$ cat config.mk
export PLATFORM = sky130hd
export DESIGN_NAME = base_and_or_reg
export DESIGN_NICKNAME = d
export VERILOG_FILES = /design/src/rtl/base_and_or_reg.sv
export SDC_FILE = /design/constraint.sdc
export NUM_CORES = 1
export LEC_CHECK = 0
export CORE_AREA = 2 2 39 41
export DETAILED_ROUTE_END_ITERATION = 10
export DIE_AREA = 0 0 41 43
export GPL_TIMING_DRIVEN = 0
export PLACE_DENSITY = 0.46
export SYNTH_ARGS = -nofsm -noshare
export SYNTH_HDL_FRONTEND = slang
export SYNTH_SLANG_ARGS = --single-unit
$ cat constraint.sdc
create_clock -name clk -period 0.8 [get_ports clk]
set_clock_uncertainty 0.2 [all_clocks]
set_input_delay 0.08 -clock clk [delete_from_list [all_inputs] [get_ports clk]]
set_output_delay 0.08 -clock clk [all_outputs]
set_load 0.02 [all_outputs]
$ cat src/rtl/base_and_or_reg.sv
`default_nettype none
// ============================================================================
//  Module   : base_and_or_reg
//  Purpose  : Registered bitwise logic unit. Each rising clk edge captures
//             either aIn & bIn or aIn | bIn, chosen by two one-hot mode
//             strobes. The captured result and a flag naming its operation
//             are the only state in the block.
//  Ports    :
//    clk    in   1      sole clock, rising edge
//    rst_n  in   1      asynchronous active-low reset
//    aIn    in   WIDTH  operand A
//    bIn    in   WIDTH  operand B
//    doAnd  in   1      request AND
//    doOr   in   1      request OR
//    isAnd  out  1      registered, 1 when out holds an AND result
//    out    out  WIDTH  registered result
//  Revision : 1.0 - initial release
// ============================================================================
module base_and_or_reg #(
    parameter int WIDTH = 4
) (
    input  logic             clk,
    input  logic             rst_n,
    input  logic [WIDTH-1:0] aIn,
    input  logic [WIDTH-1:0] bIn,
    input  logic             doAnd,
    input  logic             doOr,
    output logic             isAnd,
    output logic [WIDTH-1:0] out
);

    logic             w_sel_and;
    logic             w_sel_or;
    logic [WIDTH-1:0] w_next;

    logic             r_is_and;
    logic [WIDTH-1:0] r_out;

    // Only the two exact one-hot codes select an operation; idle (00) and
    // the conflicting request (11) both fall through to an all-zero result.
    assign w_sel_and = doAnd & ~doOr;
    assign w_sel_or  = ~doAnd & doOr;

    assign w_next = ({WIDTH{w_sel_and}} & (aIn & bIn))
                  | ({WIDTH{w_sel_or}}  & (aIn | bIn));

    always_ff @(posedge clk or negedge rst_n) begin
        if (!rst_n) begin
            r_out    <= '0;
            r_is_and <= 1'b0;
        end else begin
            r_out    <= w_next;
            r_is_and <= w_sel_and;
        end
    end

    assign out   = r_out;
    assign isAnd = r_is_and;

endmodule
`default_nettype wire

== Yosys cells after proc, flatten, opt, wreduce, memory -nomap -nowiden ==
Cells that the tools add are included.
Storage, ports and cells
  register bits: 5
  input bits: 12
  output and inout bits: 5
  logic and storage cells: 11
Operators by class
  bitwise gates (word level): 9
Operators by type and width (count)
  bitwise AND 4 bit: 3
  bitwise OR 4 bit: 2
  bitwise AND 1 bit: 2
  inverter 1 bit: 2

== Longest topological paths before layout ==
Gate-level depths: netlist (run 1).
  depth in word-level cells: 4
  depth in mapped cells: 2
  gate-level depth less buffers: 2

== Least setup slack after synthesis (run 1) ==
Ideal clock, no wire load.
  path kind: flip-flop to output port
  from: register r_is_and (netlist: isAnd)
  to: output port isAnd
  arrival: 0.416 ns
  data required time: 0.520 ns
  slack: 0.104 ns
  stages on the path, launching flop included: 1
  path buffers: 0
  path through: dfrtp_1
RTL lines
  from (decl): RTL line 36  | logic r_is_and;
  from (signal assigned): RTL line 53  | r_is_and <= w_sel_and;
  to (decl): RTL line 28  | output logic isAnd,
No word-level cell between the ends.

== Worst setup path in the final report (run 1) ==
  from: register r_is_and (netlist: isAnd)
  to: output port isAnd
No word-level cell between the ends.

==> flow_metrics.tcl, run 1 <==
set metrics [dict create \
    fin_crit_ns 1.010 \
    cts.htree.levels 1 \
    dp.cells 52 \
    synth-edff-count 0 \
    cp_top_family "flip-flops" \
    relSlewSlack 0.8645 \
    yosys-mux-area-fraction 0 \
    rsz0062_at_grt "true" \
    die_h_um 43 \
    clock-root-buffer "clkbuf_4" \
    cap_violations 0 \
    dp_hpwl_um 347.6 \
    arrival_ns 0.73 \
    crit_buf_inv 1 \
    hold_viol_final 9 \
    critPathSlowestCell "dfrtp_1" \
    synth_nets 32 \
    synthAdderAreaFrac 0 \
    grt_pass1_vias 196 \
    synth_commonest_cells "dfrtp_1, nand2_1, nor2_1, o22ai_1, nand2b_4" \
    worst_slew_pin_slew_ns 0.2025 \
    routedWlPerCell_um 7.857 \
    netlist_instances 20 \
    outcome "complete, but fails checks" \
    p_leak_nw 0.2793 \
    route.vias.total 200 \
    cp.required_ns 0.52 \
    crit_type "flip-flop to output pin" \
    start_util 0.1528 \
    area_growth_pct 116.0 \
    rows 14 \
    dieArea_um2 1763 \
    place.gp.congestion 0.6613 \
    synthSimpleGateAreaFrac 0.2722 \
    critPathCaptureType "output pin" \
    start_kind "flip-flop" \
    clkSinkCount 5 \
    grt_usage 0.06452 \
    crit_fanout 1 \
    synth-seq-cells 5 \
    antenna_found_initial 0 \
    initialDrtViolationCount 0 \
    max_stage_delay_ns 0.37 \
    synth.most_common_cell "dfrtp_1" \
    final_antenna_net_count 0 \
    yosys.area.top_type "dfrtp_1" \
    die_x_um 41 \
    synth_seq_area_share 0.5917 \
    synth_area_leaders "dfrtp_1, nand2b_4, o22ai_1, nand2_1, nor2_1" \
    fin_crit_sh 1.263 \
    timing.hold.ws_ns -0.1458 \
    grt_max_degree 6 \
    synth-xor-area-share 0 \
    clk_pin_slew_ns 0.04 \
    core-area_um2 1384 \
    drv_slew 0 \
    synth_top_family_by_area "simple AND/OR/NAND/NOR gates" \
    clock_path_buffers 2 \
    synth_ff_type "dfrtp_1" \
    drive_gt1_frac 0.3250 \
    synth_compound_area_frac 0.1183 \
    crit_chain "buf_6" \
    first_pass_iters 1 \
    ir_worst_vdd_uv 379.9 \
    setup_violations 5 \
    grt_pass1_wl_um 696 \
    ios 17 \
    drt_wl_total_um 440 \
    hp-class "input pin to async pin" \
    cts_tree "built" \
    place.port_buffers 16 \
    synth.yosys.warnings 0 \
    n_fill_cell 140 \
    synth_area_per_cell_um2 10.57 \
    fmax_mhz 989.8 \
    dp_slack_ns -0.3896 \
    fin_cells 56 \
    diodes 0 \
    numCtsBuffers 3 \
    viasPerCell 3.571 \
    drc_errors 0 \
    setup_slack_ns -0.2103 \
    num-nets-final 53 \
    mappedNetlistArea_um2 211.5 \
    total_power_mw 0.7121 \
    violations "negative hold slack, negative setup slack" \
    yosys.cell_types.count 6 \
    cp-startpoint "isAnd" \
    synth-async-reset-ratio 1.000 \
    powerDensity_nw_per_um2 1559 \
    overflow 0 \
    yosys.area.top_type_share 0.5917 \
]
==> placed cells by master (no fill, tap or decap) <==
master and instances:
dlymetal6s2s_1 8, dfrtp_1 5, buf_6 5, nand2_1 4, nor2_1 3, clkbuf_4 3
nand2b_4 2, o22ai_1 2, o22ai_2 2, dlygate4sd2_1 2, inv_1 1, nor2_2 1
clkbuf_1 1, clkdlybuf4s50_1 1
==> what timing repair did <==
item / CTS / global route
setup buffers: 0 / 0
resized for setup: 32 / 11
pin swaps: 0 / 3
hold endpoints to repair: 5 / 9
endpoints found under the setup margin: 10 / 9
==> sequential cells by signal, summed over array words and instances, names as in the netlist <==
| register | count |
|---|---|
| isAnd | 1 |
| out | 4 |
==> stage by stage <==
step	util	setup TNS, ns	area (µm²)
6_report	0.3300	-1.033	456.7
5_1_grt	0.3300	-1.172	456.7
4_1_cts	0.3047	-1.100	421.7
3_5_place_dp	0.2830	-3.751	391.6
3_3_place_gp	0.2830	-3.722	391.6
2_1_floorplan	-	0	211.5
==> cell type report <==
class / instances / area (µm²) / area share
Timing Repair Buffer: 16 / 183.9 / 0.4027
Sequential cell: 5 / 125.1 / 0.2740
Multi-Input combinational cell: 14 / 97.59 / 0.2137
Clock buffer: 4 / 26.28 / 0.05753
Tap cell: 16 / 20.02 / 0.04384
Inverter: 1 / 3.754 / 0.008219
==> routing by layer <==
metal  vias up  share of wire  routed length [µm]  GRT usage
met5         -              0                   0          0
met4         0              0                   0     0.1200
met3         0           0.15                  65   0.005236
met2        14           0.50                 218    0.07813
met1        79           0.35                 156    0.06515
li1        107              -                   -          -
==> kinds of logic after synthesis <==
logic type | Yosys count
compound gates | 4
buf+inv | 1
flops | 5
simple gates | 10
==> power breakdown <==
group	internal [mW]	switching, mW
clock network	0.188	0.0918
registers	0.270	0.00691
logic	0.0899	0.0653
total	0.548	0.164
==> final timing paths <==
kind	slack (ns)	cells after the start	endpoint
setup / recovery	-0.21	1	isAnd
hold / removal	-0.15	1	out[0]
max in group asynchronous	0.37	1	isAnd
min in group clk	-0.07	3	out[2]
Note: power is estimated with default switching activity, not from simulation.
==> run 2: changes to the inputs <==
--- a/config.mk
+++ b/config.mk
@@ -9,7 +9,7 @@
 export DETAILED_ROUTE_END_ITERATION = 10
 export DIE_AREA = 0 0 41 43
 export GPL_TIMING_DRIVEN = 0
-export PLACE_DENSITY = 0.46
+export PLACE_DENSITY = 0.51
 export SYNTH_ARGS = -nofsm -noshare
 export SYNTH_HDL_FRONTEND = slang
 export SYNTH_SLANG_ARGS = --single-unit
==> run 2 against run 1 <==
The flow still finishes with violations (negative hold slack, negative setup slack). Power shrank 0.89%. Combinational power shrank 3%. Clock power is essentially flat. Sequential power is essentially flat. Critical endpoint is now out[2].
==> flow_metrics.tcl, run 2 (synthesis results as in run 1) <==
set metrics [dict create \
    total_power_mw 0.7058 \
    crit_buf_inv 1 \
    critPathCaptureType "output pin" \
    ios 17 \
    clkSinkCount 5 \
    worst_slew_pin_slew_ns 0.2201 \
    clk_pin_slew_ns 0.04 \
    ir_worst_vdd_uv 549.6 \
    place.gp.congestion 0.5795 \
    viasPerCell 3.696 \
    route.vias.total 207 \
    fin_crit_sh 1.261 \
    arrival_ns 0.73 \
    place.port_buffers 16 \
    first_pass_iters 1 \
    start_kind "flip-flop" \
    fmax_mhz 991.1 \
    diodes 0 \
    crit_type "flip-flop to output pin" \
    setup_violations 5 \
    combPwrFrac 0.213 \
    final_antenna_net_count 0 \
    drc_errors 0 \
    cts.htree.levels 1 \
    rsz0062_at_grt "true" \
    hold_viol_final 6 \
    overflow 0 \
    crit_fanout 1 \
    cts_setup_buffers 0 \
    dp_slack_ns -0.4473 \
    seqPwrFrac 0.393 \
    start_util 0.1528 \
    mostFrequentLayoutCells "dlygate4sd2_1, dfrtp_1, buf_6" \
    die_h_um 43 \
    grt_pass1_vias 202 \
    tns_ns -1.029 \
    routedWlPerCell_um 9.357 \
    initialDrtViolationCount 0 \
    outcome "complete, but fails checks" \
    net-switching-power_mw 0.1641 \
    fin_crit_ns 1.009 \
    p_leak_nw 0.2318 \
    cp.required_ns 0.52 \
    grt_pass1_wl_um 793 \
    mostFrequentLayoutCell "dlygate4sd2_1" \
    clock_path_buffers 2 \
    core-area_um2 1384 \
    num-nets-final 53 \
    postPlaceCellArea_um2 391.6 \
    rows 14 \
    cap_violations 0 \
    sw_frac_of_total 0.2325 \
    violations "negative hold slack, negative setup slack" \
    grt_max_degree 6 \
    drt_wl_total_um 524 \
    relSlewSlack 0.8528 \
    powerDensity_nw_per_um2 1635 \
    p_int_mw 0.5417 \
    area_growth_pct 104.1 \
    cts_tree "built" \
    hp-class "input pin to async pin" \
    drv_slew 0 \
    fin_area_um2 431.7 \
    largest_reg_flops 4 \
    dieArea_um2 1763 \
    antenna_found_initial 0 \
    drive_gt1_frac 0.3000 \
    max_stage_delay_ns 0.37 \
    critPathSlowestCell "dfrtp_1" \
    numCtsBuffers 3 \
    grt_usage 0.06963 \
    setup_slack_ns -0.2090 \
    clock-root-buffer "clkbuf_4" \
    cp_top_family "flip-flops" \
    pwr-share-clk 0.394 \
    crit_chain "buf_6" \
    die_x_um 41 \
    timing.hold.ws_ns -0.1364 \
]
[run 2: cell types whose count changed in the layout (fill, tap and decap cells not counted), sizes merged]
cell / change
dlygate4sd2: +6
dlymetal6s2s: -6
[run 2: path summary, 6_finish.rpt]
check	from	to	slack, ns	cells after the start
worst max-delay path	out[2]	out[2]	-0.21	1
worst min-delay path	rst_n	out[0]	-0.14	1
max in group asynchronous	rst_n	out[3]	0.35	1
min in group clk	bIn[1]	out[1]	-0.05	3
[run 2: routing by layer]
| metal | track usage | part of all wire |
|---|---|---|
| met5 | 0 | 0 |
| met4 | 0.04000 | 0 |
| met3 | 0.03665 | 0.22 |
| met2 | 0.1094 | 0.44 |
| met1 | 0.06863 | 0.34 |
[run 2: layout make-up]
type                            count  area, µm²
Clock buffer                        4      26.28
Fill cell                         159      952.2
Inverter                            1      3.754
Multi-Input combinational cell     14      95.09
Sequential cell                     5      125.1
Tap cell                           16      20.02
Timing Repair Buffer               16      161.4
[run 2: repair_timing]
item | CTS | global route
resized for setup | 40 | 2
endpoints found under the setup margin | 10 | 6
endpoints found under the hold margin | 5 | 6
pin swaps | 3 | 1
[run 2: power by group through the flow]
stage          logic, mW  clock network [mW]  registers, mW
2_1_floorplan     0.0309                   0          0.300
3_3_place_gp       0.157                   0          0.278
3_5_place_dp       0.158                   0          0.278
4_1_cts            0.154               0.290          0.278
5_1_grt            0.163               0.302          0.279
6_report           0.150               0.278          0.278
[run 2: through the flow]
stage	hold slack [ns]	instances	util
after floorplan	-0.4156	20	-
after global placement	0.1119	52	0.2830
after detailed placement	0.1171	52	0.2830
after CTS	-0.1351	56	0.3083
after global routing	-0.1218	56	0.3119
final	-0.1364	56	0.3119
